File: src/rtl/descram_pkg.sv
// Shared state encoding and sizing helpers for the descrambler sync controller.
package descram_pkg;

  typedef enum logic [1:0] {
    IDLE   = 2'd0,
    FLUSH  = 2'd1,
    HUNT   = 2'd2,
    LOCKED = 2'd3
  } state_t;

  // Words needed to fill the descrambler shift register plus its output register.
  function automatic int flush_len(input int pp, input int dw);
    return (pp + dw - 1) / dw + 1;
  endfunction

  // Bits needed to hold values 0..v-1, never less than 1.
  function automatic int clog2(input int v);
    int r;
    r = 1;
    for (int i = 1; i < 31; i++)
      if ((1 << i) < v) r = i + 1;
    return r;
  endfunction

endpackage

File: src/rtl/descram_popcnt.sv
// Combinational population count of a descrambled word (bit-error count).
module descram_popcnt #(
  parameter int DW = 62,
  parameter int OW = 6
) (
  input  logic [DW-1:0] i_dat,
  output logic [OW-1:0] o_cnt
);

  always_comb begin
    o_cnt = '0;
    for (int i = 0; i < DW; i++)
      o_cnt = o_cnt + OW'(i_dat[i]);
  end

endmodule

File: src/rtl/descram_sync_ctrl.sv
// Descrambler sequencing/lock controller: flush, hunt for all-zero runs, windowed loss detection.
// Define DESCRAM_BER_CNT_EN to count bit errors (popcount) instead of errored words in Err_Cnt.
module descram_sync_ctrl
  import descram_pkg::*;
#(
  parameter int DW       = 62,
  parameter int PP       = 58,
  parameter int LOCK_CNT = 16,
  parameter int WIN      = 64,
  parameter int LOSS_ERR = 4,
  parameter int ECW      = 16
) (
  input  logic          Ck,
  input  logic          Rs,
  input  logic          CE,
  input  logic          Start,
  input  logic          Stop,
  input  logic          Clr,
  input  logic          Vld_i,
  input  logic [DW-1:0] Dat_i,
  output logic          Des_En,
  output logic          Lock,
  output logic          Loss,
  output logic [1:0]    State_o,
  output logic [ECW-1:0] Err_Cnt
);

  logic w_err;
  assign w_err = |Dat_i;

`ifdef DESCRAM_BER_CNT_EN
  localparam int IW = clog2(DW + 1);
  logic [IW-1:0] w_inc;
  descram_popcnt #(.DW(DW), .OW(IW)) u_popcnt (.i_dat(Dat_i), .o_cnt(w_inc));
`else
  localparam int IW = 1;
  logic [IW-1:0] w_inc;
  assign w_inc = w_err;
`endif

  localparam int FLUSH_N = flush_len(PP, DW);
  localparam int FW = clog2(FLUSH_N);
  localparam int ZW = clog2(LOCK_CNT + 1);
  localparam int WW = clog2(WIN);
  localparam int BW = clog2(LOSS_ERR + 1);
  localparam int SW = ((ECW > IW) ? ECW : IW) + 1;
  localparam logic [ECW-1:0] ERR_MAX = '1;

  state_t        r_state, w_state;
  logic [FW-1:0] r_flush_cnt, w_flush_cnt;
  logic [ZW-1:0] r_zero_cnt, w_zero_cnt;
  logic [WW-1:0] r_win_cnt, w_win_cnt;
  logic [BW-1:0] r_bad_cnt, w_bad_cnt, w_bad_sum;
  logic          r_loss, w_loss;
  logic [ECW-1:0] r_err_cnt, w_err_cnt;
  logic [SW-1:0] w_err_sum;

  always_comb begin
    w_state     = r_state;
    w_flush_cnt = r_flush_cnt;
    w_zero_cnt  = r_zero_cnt;
    w_win_cnt   = r_win_cnt;
    w_bad_cnt   = r_bad_cnt;
    w_loss      = 1'b0;
    w_err_cnt   = r_err_cnt;
    w_bad_sum   = r_bad_cnt + BW'(w_err);
    w_err_sum   = SW'(r_err_cnt) + SW'(w_inc);
    case (r_state)
      IDLE: if (Start) begin
        w_state     = FLUSH;
        w_flush_cnt = '0;
      end
      FLUSH: if (Vld_i) begin
        if (r_flush_cnt == FW'(FLUSH_N - 1)) begin
          w_state    = HUNT;
          w_zero_cnt = '0;
        end else begin
          w_flush_cnt = r_flush_cnt + FW'(1);
        end
      end
      HUNT: if (Vld_i) begin
        if (w_err) begin
          w_zero_cnt = '0;
        end else begin
          w_zero_cnt = r_zero_cnt + ZW'(1);
          if (w_zero_cnt == ZW'(LOCK_CNT)) begin
            w_state   = LOCKED;
            w_win_cnt = '0;
            w_bad_cnt = '0;
          end
        end
      end
      LOCKED: if (Vld_i) begin
        // Loss takes precedence over a window ending on the same word.
        if (w_bad_sum >= BW'(LOSS_ERR)) begin
          w_state    = HUNT;
          w_loss     = 1'b1;
          w_zero_cnt = '0;
        end else if (r_win_cnt == WW'(WIN - 1)) begin
          w_win_cnt = '0;
          w_bad_cnt = '0;
        end else begin
          w_win_cnt = r_win_cnt + WW'(1);
          w_bad_cnt = w_bad_sum;
        end
        w_err_cnt = (w_err_sum > SW'(ERR_MAX)) ? ERR_MAX : ECW'(w_err_sum);
      end
      default: w_state = IDLE;
    endcase
    if (Clr) w_err_cnt = '0;
    if (Stop) begin
      w_state = IDLE;
      w_loss  = 1'b0;
    end
  end

  always_ff @(posedge Ck) begin
    if (!Rs) begin
      r_state     <= IDLE;
      r_flush_cnt <= '0;
      r_zero_cnt  <= '0;
      r_win_cnt   <= '0;
      r_bad_cnt   <= '0;
      r_loss      <= 1'b0;
      r_err_cnt   <= '0;
    end else if (CE) begin
      r_state     <= w_state;
      r_flush_cnt <= w_flush_cnt;
      r_zero_cnt  <= w_zero_cnt;
      r_win_cnt   <= w_win_cnt;
      r_bad_cnt   <= w_bad_cnt;
      r_loss      <= w_loss;
      r_err_cnt   <= w_err_cnt;
    end
  end

  assign Des_En  = (r_state != IDLE);
  assign Lock    = (r_state == LOCKED);
  assign Loss    = r_loss;
  assign State_o = r_state;
  assign Err_Cnt = r_err_cnt;

endmodule

File: config.mk
export PLATFORM = sky130hd
export DESIGN_NAME = descram_sync_ctrl
export DESIGN_NICKNAME = d
export VERILOG_FILES = /design/src/rtl/descram_pkg.sv /design/src/rtl/descram_popcnt.sv /design/src/rtl/descram_sync_ctrl.sv
export SDC_FILE = /design/constraint.sdc
export NUM_CORES = 1
export LEC_CHECK = 0
export CAP_MARGIN = 20
export CORE_MARGIN = 2
export CORE_UTILIZATION = 46
export CTS_CLUSTER_DIAMETER = 30
export DETAILED_ROUTE_END_ITERATION = 16
export HOLD_SLACK_MARGIN = 0.03
export PLACE_DENSITY = 0.93
export SLEW_MARGIN = 20
export SYNTH_ARGS = -nofsm -noshare
export SYNTH_HDL_FRONTEND = slang
export SYNTH_SLANG_ARGS = --single-unit
File: constraint.sdc
create_clock -name Ck -period 5.7 [get_ports Ck]
set_input_delay 0.855 -clock Ck [delete_from_list [all_inputs] [get_ports Ck]]
set_output_delay 0.855 -clock Ck [all_outputs]
set_load 0.01 [all_outputs]
# Yosys cells after proc, flatten, opt, wreduce, memory -nomap -nowiden

Index checks and enable logic that the tools add are counted.

Add/sub/neg operators: 5
Magnitude comparators: 2
Eq/ne operators: 22
Multiplexer cells: 43
Reductions and logical operators: 13

Operator list:

| kind                                                 | count |
|---|---|
| two-way mux 16 bit                                   | 4 |
| OR reduction 62 bit                                  | 1 |
| two-way mux 6 bit                                    | 6 |
| two-way mux 5 bit                                    | 6 |
| != test 3 bit, second input constant                 | 7 |
| two-way mux 2 bit                                    | 9 |
| two-way mux 3 bit                                    | 6 |
| adder 16 x 1 -> 17 bit                               | 1 |
| > comparator 17 x 16 -> 1 bit, second input constant | 1 |
| != test 2 bit, second input constant                 | 8 |
| one-hot mux 5 bit (3 select lines)                   | 1 |
| AND reduction 7 bit                                  | 2 |
| one-hot mux 6 bit (2 select lines)                   | 1 |
| nonzero test 2 bit                                   | 5 |
| AND reduction 9 bit                                  | 1 |
| one-hot mux 2 bit (4 select lines)                   | 1 |
| two-way mux 1 bit                                    | 7 |
| adder 6 x 1 -> 6 bit, second input constant          | 1 |
| equality test 6 bit, second input constant           | 1 |
| one-hot mux 3 bit (2 select lines)                   | 1 |
| adder 5 x 1 -> 5 bit, second input constant          | 1 |
| equality test 5 bit, second input constant           | 1 |
| equality test 2 bit, second input constant           | 2 |
| AND reduction 4 bit                                  | 1 |
| other kinds (10)                                     | 10 |

Register bits: 34
Input port bits: 69
Output and inout bits: 21

# Depth between registers and ports, before layout

Word-level depth: 7
Mapped depth: 11
Mapped depth without buffers: 11

# Least setup slack after synthesis

No wires, ideal clock.

Kind: input -> register
Start point: input Dat_i[27]
End point: register r_zero_cnt[3]
Data arrival time: 3.107 ns
Required time: 5.640 ns
Slack: 2.533 ns
Cell stages on the path: 11
Cells stage by stage: nor4_1 nand4_1 nor3_4 nand2_1 ha_1 ha_1 xnor2_1 a221o_1 nor4_1 o211ai_1 nand2_1

Word-level cells in the longest chain between the ends: 5

Ends and longest elaborated chain:

| item                                    | line                     | RTL |
|---|---|---|
| start: declaration                      | descram_sync_ctrl.sv:20  | `input logic [DW-1:0] Dat_i,` |
| OR reduction 62 bit (*)                 | descram_sync_ctrl.sv:29  | `assign w_err = \|Dat_i;` |
| adder 3 x 1 -> 3 bit                    | descram_sync_ctrl.sv:66  | `w_bad_sum = r_bad_cnt + BW'(w_err);` |
| greater-or-equal comparator 3 bit       | descram_sync_ctrl.sv:95  | `if (w_bad_sum >= BW'(LOSS_ERR)) begin` |
| != test 2 x 1 -> 1 bit (no source line) | n/a                      |  |
| AND reduction 7 bit (no source line)    | n/a                      |  |
| end signal: assignment                  | descram_sync_ctrl.sv:129 | `r_zero_cnt <= w_zero_cnt;` |
| end: declaration                        | descram_sync_ctrl.sv:51  | `logic [ZW-1:0] r_zero_cnt, w_zero_cnt;` |

Mark *: on every way between the ends. The rest lies on a longest branch, timed or not. The select of a mux whose other input is x is not followed.
A chain may end at the register's enable or synchronous reset.

# Final worst setup path

Start point: input Dat_i[30]
End point: register r_zero_cnt[2]

Same word-level chain as after synthesis.

==> reports/qor.csv <==
metric,value,unit
vias_per_cell,6.05,
antenna_found_initial,0,
cts_tree,built,
vdd_ir_drop_max,0.143,mV
grt_pass1_vias,2247,
crit_arrival,3950,ps
post_cts_resized,0,
clkTransAtPathRegs,70,ps
period_minus_slack,3770,ps
fin_tns_setup,0,ps
crit_path_end_kind,flip-flop,
drive_above_1_share,7.12,%
outcome,"complete, no violations",
syn_avg_cell_area,8.58,sq um
ys_seq_elements,34,
cts_sinks,34,
place_inst,381,
async_reset_ff_share,0,%
relSlewSlack,44.4,%
synth_area,0.00214,sq mm
hp-class,reg2reg,
dpl_cell_area,0.00306,sq mm
tightest_slew,831,ps
synth_flop_cell,dfxtp_1,
syn2layout_area_growth,47.5,%
gp_congestion,0.845,
cp.required,5880,ps
cts-root-buf,clkbuf_8,
p_leak,0.00119,uW
num_io_pins,90,
dieArea,0.00520,sq mm
synth_cell_types,50,
clk_latency,290,ps
ctsLongestPathBuffers,2,
slew_violations,0,
cts_buffers,5,
fin_nets,411,
rsz0062_at_grt,false,
cts_hold_buf,0,
route.vias.total,2352,
start_util,48.4,%
wl_per_cell,15.8,um
firstDrtPassIters,4,
drt-initial-drc-count,162,
path_class,in2reg,
numPortBuffers,89,
power.total,500,uW
grt_pass1_wl,10300,um
synth-edff-count,0,
cap_violations,0,
grt_overflow,0,
dp_hpwl,4740,um
fmax,265,MHz
p_per_area,159,mW/mm^2
crit_fanout,9,
htree_num_levels,2,
skew,14.0,ps
drtAntennaViolNets,0,
fin_cells,389,
die_w,72.1,um
grt_max_degree,26,
track_usage,24.8,%
finalHoldViolCount,0,
setup_violations,0,
final_util,71.3,%
seq_area_frac_synth,31.9,%
finalCritPeriodShare,66.1,%
yosysWarnings,0,
drc,0,
synth_fp_nets,324,
start_kind,input pin,
totalWireLength,6160,um
core_area,0.00441,sq mm
die_h,72.1,um
design_area,0.00315,sq mm
postCtsSetupBuffers,0,
row_count,24,
syn_inst,249,
antenna_cells,0,
-- critical path, cell delays in order --
cell	delay, ps
clkdlybuf4s50_1	420
nor4_1	320
nand4_1	190
nor3_4	450
nand2_1	190
ha_1	230
ha_1	190
xnor2_1	370
a221o_1	380
nor4_1	80
o211ai_1	200
nand2_1	70
-- cell families (layout without fill, tap and decap cells) --
kind of cell | Yosys count | count (layout) | synth area share, %
mux | 8 | 8 | 3.81
buf+inv | 17 | 105 | 2.99
simple gates | 129 | 129 | 37.8
compound gates | 54 | 54 | 19.6
flops | 34 | 34 | 31.9
xor+xnor | 1 | 1 | 0.410
fa+ha+maj | 6 | 6 | 3.51
-- worst paths after layout --
| path | startpoint | end | slack, ps | cells after the start |
|---|---|---|---|---|
| setup / recovery | Dat_i[30] | r_zero_cnt[2] | 1930 | 12 |
| hold / removal | r_bad_cnt[0] | r_bad_cnt[0] | 490 | 2 |
| setup reg to reg | Err_Cnt[0] | Err_Cnt[2] | 3670 | 6 |
| hold reg to reg | r_bad_cnt[0] | r_bad_cnt[0] | 490 | 2 |
-- report_power, final --
group | total, uW | switching (uW) | internal [uW]
registers | 240 | 1.45 | 238
logic | 75.4 | 26.1 | 49.4
clock network | 185 | 87.5 | 97.4
total | 500 | 115 | 385
-- cells in the final DEF, fill, tap and decap left out, types with 3 or more instances in the layout --
cell type        count
a21oi_1             12
a31oi_1              7
and2_1               6
and3_1              10
and4_1               4
clkbuf_8             6
clkdlybuf4s50_1     89
dfxtp_1             34
ha_1                 6
inv_1                7
mux2i_1              7
nand2_1             34
nand2b_1             3
nand3_1             14
nand4_1              7
nor2_1              14
nor3_1               6
nor4_1              14
nor4_4               5
o211ai_1             3
o21a_1               3
o21ai_0              6
o221a_1              8
-- cell usage after synthesis, types with 2 or more instances --
| cell | instances | area share, % |
|---|---|---|
| dfxtp_1 | 34 | 32 |
| and2_1 | 6 | 1.8 |
| o21a_1 | 3 | 1.1 |
| and4_1 | 4 | 1.6 |
| nor4_1 | 14 | 4.1 |
| nand2b_1 | 3 | 0.88 |
| mux2i_1 | 7 | 3.3 |
| nand2_1 | 34 | 6.0 |
| nand4_1 | 7 | 2.1 |
| nand3_1 | 14 | 3.3 |
| a21oi_1 | 12 | 2.8 |
| nor3_1 | 6 | 1.4 |
| a41o_1 | 2 | 0.94 |
| and3_1 | 10 | 2.9 |
| o221a_1 | 8 | 4.2 |
| clkbuf_1 | 9 | 1.6 |
| nor2_1 | 14 | 2.5 |
| o211ai_1 | 3 | 1.1 |
| ha_1 | 6 | 3.5 |
| a31oi_1 | 7 | 2.1 |
| o21ai_0 | 6 | 1.4 |
| o211a_1 | 2 | 0.94 |
| nor4_4 | 5 | 5.0 |
| inv_1 | 7 | 1.2 |
-- metal layers --
layer / wire (um) / track usage [%] / up-vias
met3: 438 / 5.83 / 9
met2: 3060 / 40.9 / 101
met4: 85 / 8.39 / 0
met5: 0 / 0 / -
met1: 2580 / 31.8 / 1107
li1: - / - / 1135
-- stage by stage --
stage          setup WS [ps]  hold slack, ps
2_1_floorplan           2530             442
3_3_place_gp            1820             462
3_5_place_dp            1720             470
4_1_cts                 2010             487
5_1_grt                 1660             508
6_report                1930             492
-- flip-flops by register name (all words and copies together), names as in the netlist --
name	flops
State_o	2
r_win_cnt	6
r_zero_cnt	5
Loss	1
r_flush_cnt	1
Err_Cnt	16
r_bad_cnt	3
-- layout make-up --
type | count | area, sq um
Clock inverter | 1 | 5.00
Timing Repair Buffer | 89 | 891
Fill cell | 337 | 1260
Multi-Input combinational cell | 198 | 1390
Sequential cell | 34 | 681
Clock buffer | 7 | 86.3
Inverter | 8 | 30.0
Tap cell | 52 | 65.1
Power figures use the tool's default switching activity.
